**src/rtl/sv_handover_arbiter_if.sv**
```systemverilog
// Handshake bundle between the base-station handover FSMs (master) and the
// server-side handover arbiter (slave).
interface sv_handover_arbiter_if;
    logic [2:0] bs_req;
    logic [5:0] bs_target;
    logic [2:0] tgt_ack;
    logic [2:0] bs_grant;
    logic [2:0] tgt_notify;
    logic [1:0] tgt_src;
    logic [2:0] bs_done;
    logic [2:0] bs_fail;
    logic [2:0] bs_reject;

    modport master (
        output bs_req, bs_target, tgt_ack,
        input  bs_grant, tgt_notify, tgt_src, bs_done, bs_fail, bs_reject
    );

    modport slave (
        input  bs_req, bs_target, tgt_ack,
        output bs_grant, tgt_notify, tgt_src, bs_done, bs_fail, bs_reject
    );
endinterface

```
**src/rtl/sv_handover_arbiter.sv**
```systemverilog
// Round-robin arbiter serializing handovers between three base stations, with
// target acknowledge under timeout and commit to the server routing registers.
module sv_handover_arbiter #(
    parameter int unsigned TIMEOUT = 8
) (
    input  logic                    clk,
    input  logic                    reset,
    sv_handover_arbiter_if.slave    ho,
    output logic [1:0]              sv_source,
    output logic [1:0]              sv_target,
    output logic                    sv_update,
    output logic                    ho_busy,
    output logic [7:0]              ho_count
);
    typedef enum logic [2:0] {StIdle, StGrant, StWaitAck, StDone, StFail} state_e;

    state_e     state_q, state_d;
    logic [1:0] src_q, src_d, tgt_q, tgt_d, rr_ptr_q, rr_ptr_d;
    logic [7:0] timer_q, timer_d;
    logic [2:0] grant_q, grant_d, notify_q, notify_d;
    logic [2:0] done_q, done_d, fail_q, fail_d, reject_q, reject_d;
    logic [1:0] tgt_src_q, tgt_src_d, sv_source_q, sv_source_d, sv_target_q, sv_target_d;
    logic       sv_update_q, sv_update_d, busy_q, busy_d;
    logic [7:0] count_q, count_d;

    logic [1:0] req_tgt [3];
    logic [2:0] valid, invalid;
    logic       found;
    logic [1:0] win;
    logic [2:0] cand;

    function automatic logic [2:0] onehot(input logic [1:0] idx);
        onehot = 3'b001 << idx;
    endfunction

    for (genvar n = 0; n < 3; n++) begin : g_tgt
        assign req_tgt[n] = ho.bs_target[2*n +: 2];
    end

    // A request is invalid when it names no target or itself.
    always_comb begin
        valid   = '0;
        invalid = '0;
        for (int n = 0; n < 3; n++) begin
            valid[n]   = ho.bs_req[n] && (req_tgt[n] != 2'd3) && (req_tgt[n] != 2'(n));
            invalid[n] = ho.bs_req[n] && !valid[n];
        end
    end

    always_comb begin
        found = 1'b0;
        win   = '0;
        cand  = '0;
        for (int k = 0; k < 3; k++) begin
            cand = {1'b0, rr_ptr_q} + 3'(k);
            if (cand >= 3'd3) cand = cand - 3'd3;
            if (!found && valid[cand[1:0]]) begin
                found = 1'b1;
                win   = cand[1:0];
            end
        end
    end

    always_comb begin
        state_d     = state_q;
        src_d       = src_q;
        tgt_d       = tgt_q;
        rr_ptr_d    = rr_ptr_q;
        timer_d     = timer_q;
        grant_d     = '0;
        done_d      = '0;
        fail_d      = '0;
        reject_d    = '0;
        sv_update_d = 1'b0;
        sv_source_d = sv_source_q;
        sv_target_d = sv_target_q;
        count_d     = count_q;

        unique case (state_q)
            StIdle: begin
                reject_d = invalid;
                if (found) begin
                    src_d    = win;
                    tgt_d    = req_tgt[win];
                    rr_ptr_d = (win == 2'd2) ? 2'd0 : win + 2'd1;
                    grant_d  = onehot(win);
                    state_d  = StGrant;
                end
            end
            StGrant: begin
                timer_d = '0;
                state_d = StWaitAck;
            end
            StWaitAck: begin
                // Ack wins over abort and timeout sampled in the same cycle.
                if (ho.tgt_ack[tgt_q]) begin
                    state_d     = StDone;
                    done_d      = onehot(src_q);
                    sv_update_d = 1'b1;
                    sv_source_d = src_q;
                    sv_target_d = tgt_q;
                    if (count_q != 8'd255) count_d = count_q + 8'd1;
                end else if (!ho.bs_req[src_q] || timer_q == 8'(TIMEOUT - 1)) begin
                    state_d = StFail;
                    fail_d  = onehot(src_q);
                end else begin
                    timer_d = timer_q + 8'd1;
                end
            end
            StDone, StFail: state_d = StIdle;
            default: state_d = StIdle;
        endcase

        busy_d = (state_d != StIdle);
        if (state_d == StGrant || state_d == StWaitAck) begin
            notify_d  = onehot(tgt_d);
            tgt_src_d = src_d;
        end else begin
            notify_d  = '0;
            tgt_src_d = 2'd3;
        end
    end

    always_ff @(posedge clk) begin
        if (reset) begin
            state_q     <= StIdle;
            src_q       <= '0;
            tgt_q       <= '0;
            rr_ptr_q    <= '0;
            timer_q     <= '0;
            grant_q     <= '0;
            notify_q    <= '0;
            done_q      <= '0;
            fail_q      <= '0;
            reject_q    <= '0;
            tgt_src_q   <= 2'd3;
            sv_source_q <= 2'd3;
            sv_target_q <= 2'd3;
            sv_update_q <= 1'b0;
            busy_q      <= 1'b0;
            count_q     <= '0;
        end else begin
            state_q     <= state_d;
            src_q       <= src_d;
            tgt_q       <= tgt_d;
            rr_ptr_q    <= rr_ptr_d;
            timer_q     <= timer_d;
            grant_q     <= grant_d;
            notify_q    <= notify_d;
            done_q      <= done_d;
            fail_q      <= fail_d;
            reject_q    <= reject_d;
            tgt_src_q   <= tgt_src_d;
            sv_source_q <= sv_source_d;
            sv_target_q <= sv_target_d;
            sv_update_q <= sv_update_d;
            busy_q      <= busy_d;
            count_q     <= count_d;
        end
    end

    assign ho.bs_grant   = grant_q;
    assign ho.tgt_notify = notify_q;
    assign ho.tgt_src    = tgt_src_q;
    assign ho.bs_done    = done_q;
    assign ho.bs_fail    = fail_q;
    assign ho.bs_reject  = reject_q;
    assign sv_source     = sv_source_q;
    assign sv_target     = sv_target_q;
    assign sv_update     = sv_update_q;
    assign ho_busy       = busy_q;
    assign ho_count      = count_q;
endmodule

```
**src/flat_wrapper.sv**
```systemverilog
// flat-port wrapper written by rule: the top's interface ports become plain ports
module sv_handover_arbiter_flat 
#(
    parameter int unsigned TIMEOUT = 8
)
  (clk, reset, sv_source, sv_target, sv_update, ho_busy, ho_count, ho_bs_req, ho_bs_target, ho_tgt_ack, ho_bs_grant, ho_tgt_notify, ho_tgt_src, ho_bs_done, ho_bs_fail, ho_bs_reject);
  sv_handover_arbiter_if ho_i ();
  input  logic clk;
  input  logic reset;
  output logic [1:0] sv_source;
  output logic [1:0] sv_target;
  output logic sv_update;
  output logic ho_busy;
  output logic [7:0] ho_count;
  input wire logic [$bits(ho_i.bs_req)-1:0] ho_bs_req;
  input wire logic [$bits(ho_i.bs_target)-1:0] ho_bs_target;
  input wire logic [$bits(ho_i.tgt_ack)-1:0] ho_tgt_ack;
  output wire logic [$bits(ho_i.bs_grant)-1:0] ho_bs_grant;
  output wire logic [$bits(ho_i.tgt_notify)-1:0] ho_tgt_notify;
  output wire logic [$bits(ho_i.tgt_src)-1:0] ho_tgt_src;
  output wire logic [$bits(ho_i.bs_done)-1:0] ho_bs_done;
  output wire logic [$bits(ho_i.bs_fail)-1:0] ho_bs_fail;
  output wire logic [$bits(ho_i.bs_reject)-1:0] ho_bs_reject;
  assign ho_i.bs_req = ho_bs_req;
  assign ho_i.bs_target = ho_bs_target;
  assign ho_i.tgt_ack = ho_tgt_ack;
  assign ho_bs_grant = ho_i.bs_grant;
  assign ho_tgt_notify = ho_i.tgt_notify;
  assign ho_tgt_src = ho_i.tgt_src;
  assign ho_bs_done = ho_i.bs_done;
  assign ho_bs_fail = ho_i.bs_fail;
  assign ho_bs_reject = ho_i.bs_reject;
  sv_handover_arbiter #(.TIMEOUT(TIMEOUT)) u_core (.clk(clk), .reset(reset), .ho(ho_i), .sv_source(sv_source), .sv_target(sv_target), .sv_update(sv_update), .ho_busy(ho_busy), .ho_count(ho_count));
endmodule
```
**config.mk**
```make
export PLATFORM = sky130hd
export DESIGN_NAME = sv_handover_arbiter_flat
export DESIGN_NICKNAME = d
export VERILOG_FILES = /design/src/rtl/sv_handover_arbiter_if.sv /design/src/rtl/sv_handover_arbiter.sv /design/src/flat_wrapper.sv
export SDC_FILE = /design/constraint.sdc
export NUM_CORES = 1
export LEC_CHECK = 0
export CAP_MARGIN = 15
export CORE_UTILIZATION = 45
export CTS_BUF_LIST = sky130_fd_sc_hd__clkbuf_16
export DETAILED_ROUTE_END_ITERATION = 12
export PLACE_DENSITY = 0.74
export SLEW_MARGIN = 20
export SYNTH_ARGS = -nofsm -noshare
export SYNTH_HDL_FRONTEND = slang
export SYNTH_SLANG_ARGS = --single-unit
```
**constraint.sdc**
```tcl
create_clock -name clk -period 2.6 [get_ports clk]
set_clock_uncertainty 0.2 [all_clocks]
set_input_delay 0.65 -clock clk [delete_from_list [all_inputs] [get_ports clk]]
set_output_delay 0.65 -clock clk [all_outputs]
set_load 0.01 [all_outputs]
```
==> results of run 1 <==
## metrics by stage
stage / hold slack, ns / setup slack (ns) / TNS (ns)
2_1_floorplan: 0.249 / 0.328 / 0
3_3_place_gp: 0.247 / -0.247 / -2.45
3_5_place_dp: 0.257 / -0.287 / -3.06
4_1_cts: 0.271 / 0.0154 / 0
5_1_grt: 0.290 / -0.0435 / -0.0765
6_report: 0.268 / 0.0664 / 0
## registers in the layout, indices dropped and copies added (netlist names), 3 cells and up
signal	count
u_core.ho.bs_reject	3
u_core.ho.bs_grant	3
u_core.timer_q	8
u_core.state_q	3
u_core.ho_count	8
u_core.ho.tgt_notify	3
u_core.ho.bs_fail	3
u_core.ho.bs_done	3
## cell families after synthesis
group / Yosys count / synth area share (%)
and+or+nand+nor: 102 / 26.7
buffers and inverters: 20 / 4.28
xor gates and xnor gates: 13 / 5.41
muxes: 5 / 2.38
AOI/OAI and AO/OA: 37 / 13.1
adders and majority gates: 4 / 2.38
DFF: 48 / 45.7
## worst paths after layout
path                        from                       to  cells after the start
max                 ho_bs_req[1]  u_core.ho.tgt_notify[1]                      9
min          u_core.sv_source[1]      u_core.sv_source[1]                      1
max reg2reg   u_core.rr_ptr_q[0]  u_core.ho.tgt_notify[0]                      8
min reg2reg  u_core.sv_source[1]      u_core.sv_source[1]                      1
## cells in the mapped netlist, drive strengths merged, types with 2 or more instances
cell	instances	area, um^2
dfxtp	48	961
nor2	32	120
nand2	19	71.3
inv	14	52.6
a21oi	9	45.0
and3	8	50.1
nor3	8	40.0
xnor2	8	70.1
a211o	5	43.8
mux2i	5	50.1
nand2b	5	38.8
xor2	5	43.8
clkbuf	4	15.0
ha	4	50.1
nand4	4	25.0
nor3b	4	35.0
nor4	4	55.1
o21ai	4	20.0
and2	3	18.8
nor2b	3	18.8
or3	3	18.8
a211oi	2	15.0
a31oi	2	12.5
buf	2	22.5
nand3b	2	15.0
o211ai	2	15.0
o22a	2	17.5
o32ai	2	17.5
or2	2	12.5
## metal layers
metal / global-route usage, % / part of all wire (%) / vias to the layer above
met4: 6.00 / 1.2 / 0
met5: 0 / 0 / -
met1: 25.2 / 47 / 837
met2: 29.1 / 46 / 41
met3: 5.48 / 5.7 / 7
li1: - / - / 921
## cell type report
class | instances | area [um^2]
Fill cell | 377 | 1530
Multi-Input combinational cell | 161 | 1100
Sequential cell | 48 | 961
Timing Repair Buffer | 59 | 553
Clock buffer | 5 | 125
Tap cell | 52 | 65.1
Inverter | 14 | 52.6
Clock inverter | 1 | 30.0
## timing repair
action                                  4_1_cts  5_1_grt
pin swaps                                     0        1
endpoints found under the setup margin        1       15
hold endpoints to repair                      0        0
resized for setup                             1        8
hold buffers                                  0        0
## layout by cell type (no fill, tap or decap), drive strengths merged, types with 8 or more instances in the layout
cell / instances
nand2: 19
and3: 8
nor3: 8
a21oi: 9
inv: 14
buf: 15
dfxtp: 48
clkdlybuf4s50: 44
nor2: 32
xnor2: 8
## power by group through the flow
stage	combinational (uW)	sequential (uW)	clock, uW
2_1_floorplan	549	964	0
3_3_place_gp	898	950	0
3_5_place_dp	902	951	0
4_1_cts	931	935	700
5_1_grt	1070	948	740
6_report	966	935	688
==> run metrics, run 1 <==
CTS buffer count 5; fin util 65.4%; unrepaired setup endpoints after global routing yes; CP delay by family, top buffers and inverters; drt total wl 4370 um; Post-Syn Nets approximately 250; Arr. time, crit path between 2 and 3 ns; global placement routability congestion around 0.86; largest net degree at the start of global routing 15; post-route non-filler standard cell count 340; vias in the first global route 1,596; number of flops mapped to enable cells by yosys 0; Worst Path Required 2.62 ns; initial antenna violation count 0; Core Area 4410 um^2; DIE WIDTH 70.4 um; Max-Cap Viols 0; Die H slightly above 70 um; share of cells above drive strength 1 13.2%; final setup vio count 0; R2R setup slack between 0.2 and 0.25 ns; clock buffer depth 2; Yosys reg bits 48; NetSw about 820 uW; Synth cell types 46; Tcrit/Tclk final 97.4%; vias per inst 5.31; TritonCTS clock tree built; Seq pwr share 36.1%; Rows 24; Leakage Power 0.00112 uW; Antenna Nets Post-Route 0; drc violations 0; Detail Placement HPWL between 3000 and 4000 um; Async S/R FF share, synth 0%; Gate power share a little under two fifths; clock share of power 26.6%; sequential fraction of the synthesis area between 40% and 50%; area grow syn2layout 37.2%; Die ar. roughly 5000 um^2; crit path capture type register; Total GRT Usage a little under a fifth; Ys Warns 0; initial core utilization 47.6%; Hold Fails Final Rpt 0; IO Pins 45; Cells after Synth 229; CP most frequent cell buf_4; total power 2590 uW; H-tree depth 2; Max Freq between 300 and 400 MHz; cell area after layout 2890 um^2; critical-path maximum fanout 5; status finished, final reports clean; DR vias 1,806; CP Launch Type primary input; CP Class in2reg; GRT overflow 0; slowest CP cell clkdlybuf4s50_1; Slew Viols, Final 0; first-pass GRT wire length roughly 7400 um; worst-path cell chain clkdlybuf4s50_1, nand2b_1, buf_4, a31oi_1, a21oi_1, buf_4, a211o_1, a2bb2oi_2, and3_1; # port buffers 44; Final Critical Period between 2 and 3 ns; syn avg cell area 9.18 um^2; Total Nets Final 307; hold crit path type reg2reg; Buf/Inv on CP 3; first-pass iteration count of the detailed router 4; max incr delay on CP 0.50 ns; worst slew pin tran 0.437 ns; Worst-path clk slew 0.06 ns; initial DRC count 74; Inserted Diodes 0; placed inst area 2680 um^2; Pint around 1800 uW; post-CTS setup buffer count 0; Slew headroom 70.9%; worst skew pair latency 0.28 ns; Avg WL per Cell 12.9 um; Post-Syn Area approximately 2100 um^2; Peak VDD IR 0.489 mV; Cells after DPL 334; Switching Fraction 31.5%; PwrDens 898 nW/um^2; CTS Root Buffer Type clkbuf_16; most common flop cell mapped by yosys dfxtp_1; Clock Sinks 48
(Power assumes the default switching activity.)
==> run 2: changes to the inputs <==
--- a/config.mk
+++ b/config.mk
@@ -9,6 +9,7 @@
 export CORE_UTILIZATION = 45
 export CTS_BUF_LIST = sky130_fd_sc_hd__clkbuf_16
 export DETAILED_ROUTE_END_ITERATION = 12
+export GPL_ROUTABILITY_DRIVEN = 0
 export PLACE_DENSITY = 0.74
 export SLEW_MARGIN = 20
 export SYNTH_ARGS = -nofsm -noshare
==> constraint.sdc (replaced) <==
create_clock -name clk -period 2.6 [get_ports clk]
set_clock_uncertainty 0.2 [all_clocks]
set_input_delay 0.65 -clock clk [delete_from_list [all_inputs] [get_ports clk]]
set_output_delay 0.65 -clock clk [all_outputs]
set_load 0.02 [all_outputs]
==> results of run 2 <==
Same layout as run 1 (identical final DEF). Status: finished, final reports clean.
Among the figures that moved: total power 2590 uW -> 2640 uW; worst IR drop on VDD 0.489 mV -> 0.501 mV
==> run 3: changes to the inputs <==
--- a/config.mk
+++ b/config.mk
@@ -6,11 +6,11 @@
 export NUM_CORES = 1
 export LEC_CHECK = 0
 export CAP_MARGIN = 15
-export CORE_UTILIZATION = 45
+export CORE_UTILIZATION = 50
 export CTS_BUF_LIST = sky130_fd_sc_hd__clkbuf_16
 export DETAILED_ROUTE_END_ITERATION = 12
 export GPL_ROUTABILITY_DRIVEN = 0
-export PLACE_DENSITY = 0.74
+export PLACE_DENSITY = 0.81
 export SLEW_MARGIN = 20
 export SYNTH_ARGS = -nofsm -noshare
 export SYNTH_HDL_FRONTEND = slang
==> run metrics, run 3 (synthesis results as in run 1) <==
IO Pins 45; drt total wl 4620 um; area grow syn2layout 37.0%; CTS buffer count 5; Slew headroom between 60% and 70%; most frequent cells in the layout dfxtp_1 (48), clkdlybuf4s50_1 (44), nor2_1 (30); first-pass GRT wire length about 7400 um; DR vias 1,844; Leakage Power 0.00112 uW; Avg WL per Cell 13.7 um; share of cells above drive strength 1 13.6%; crit path launch ho_bs_req[1]; hold path depth 1; Slew Viols, Final 0; Detail Placement HPWL ~3300 um; Antenna Nets Post-Route 0; Final Critical Period approximately 2.5 ns; first-pass iteration count of the detailed router 4; crit path capture type register; Gate power share 41.2%; Switching Fraction 34.9%; initial DRC count 68; worst skew pair latency 0.28 ns; clock buffer depth 2; initial core utilization 52.2%; Die ar. 4470 um^2; Cells after DPL 329; worst slew pin tran 0.454 ns; min-delay src u_core.sv_source[0]; CP Class in2reg; Max Freq 395 MHz; worst r2r src u_core.rr_ptr_q[0]; Core Area 4030 um^2; Total GRT Usage 21.8%; Tcrit/Tclk final between 90 and 100%; TritonCTS clock tree built; final setup vio count 0; GRT overflow 0; largest net degree at the start of global routing 17; Total Nets Final slightly above 300; status finished, final reports clean; Max-Cap Viols 0; PwrDens 904 nW/um^2; Worst Path Required 2.62 ns; Peak VDD IR 0.589 mV; leading cell type in the layout, fill and taps excluded dfxtp_1; vias per inst 5.47; Die H 66.9 um; Worst-path clk slew 0.06 ns; Pint 1690 uW; DIE WIDTH 66.9 um; Hold Buf Count CTS 0; CTS Root Buffer Type clkbuf_16; Inserted Diodes 0; Rows 23; cell area after layout 2880 um^2; Hold Fails Final Rpt 0; Seq pwr share 36.0%; vias in the first global route 1,699; post-route non-filler standard cell count 337; NetSw 910 uW; critical-path maximum fanout 4; H-tree depth 2; worst hold margin ~0.26 ns; # port buffers 44; drc violations 0; Clock Sinks 48; placed inst area 2660 um^2; reg2reg path depth 9; FF-to-FF End u_core.ho.tgt_notify[1]; clock share of power a little under a quarter; R2R setup slack 0.20 ns; Arr. time, crit path 2.55 ns; WHS Endpoint u_core.sv_source[0]; initial antenna violation count 0; CP Launch Type primary input; hold crit path type reg2reg
==> run 3: cell types whose count changed in the layout (fill, tap and decap cells not counted), sizes merged <==
cell and delta:
inv +1, bufinv -1, clkinv +1, buf -2
==> run 3: layer usage <==
layer,track usage (%),share of wire (%),up-vias
met5,0,0,-
met4,8.78,1.3,0
met3,5.14,6.4,6
met2,35.9,47,61
met1,27.0,45,865
li1,-,-,912
==> run 3: area by class of cell <==
| class | count | area (um^2) |
|---|---|---|
| inverters | 14 | 52.6 |
| repair buffers | 57 | 538 |
| well taps | 50 | 62.6 |
| clock inverters | 2 | 8.76 |
| clock buffers | 5 | 125 |
| multi-input cells | 161 | 1130 |
| flip-flops and latches | 48 | 961 |
| fillers | 323 | 1150 |
==> run 3: worst max-delay path, cell delays in order <==
cell and delay [ns]:
clkdlybuf4s50_1 0.50, nand2b_1 0.12, buf_4 0.17, a31oi_2 0.19
a21oi_2 0.09, buf_4 0.16, a211o_1 0.31, a2bb2oi_4 0.18
and3_1 0.18
==> run 3: worst max-delay path by stage <==
stage,endpoint,depth (start not counted)
finish,u_core.ho.tgt_notify[1],9
global route,u_core.ho.tgt_notify[1],9
CTS,u_core.ho.tgt_notify[0],8
detailed placement,u_core.ho.tgt_notify[0],8
global placement,u_core.ho.tgt_notify[0],8
floorplan,u_core.ho.tgt_notify[1],6
==> run 3: what timing repair did <==
| item | 4_1_cts | 5_1_grt |
|---|---|---|
| setup endpoints to repair | 0 | 6 |
| resized for setup | 0 | 16 |
| setup buffers | 0 | 1 |
| endpoints found under the hold margin | 0 | 0 |
==> run 3: power by group through the flow <==
stage	registers [uW]	logic (uW)	clock network, uW
after floorplan	1010	549	0
after global placement	948	922	0
after detailed placement	952	933	0
after CTS	936	941	605
after global routing	957	1170	631
final	939	1070	593
==> run 3: through the flow <==
| step | total power [uW] | util [%] | TNS [ns] | setup WS [ns] |
|---|---|---|---|---|
| after floorplan | 1560 | - | 0 | 0.328 |
| after global placement | 1870 | 66.0 | -2.18 | -0.196 |
| after detailed placement | 1890 | 66.0 | -2.48 | -0.243 |
| after CTS | 2480 | 69.3 | 0 | 0.0404 |
| after global routing | 2760 | 71.5 | -0.00410 | -0.00410 |
| final | 2600 | 71.5 | 0 | 0.0664 |
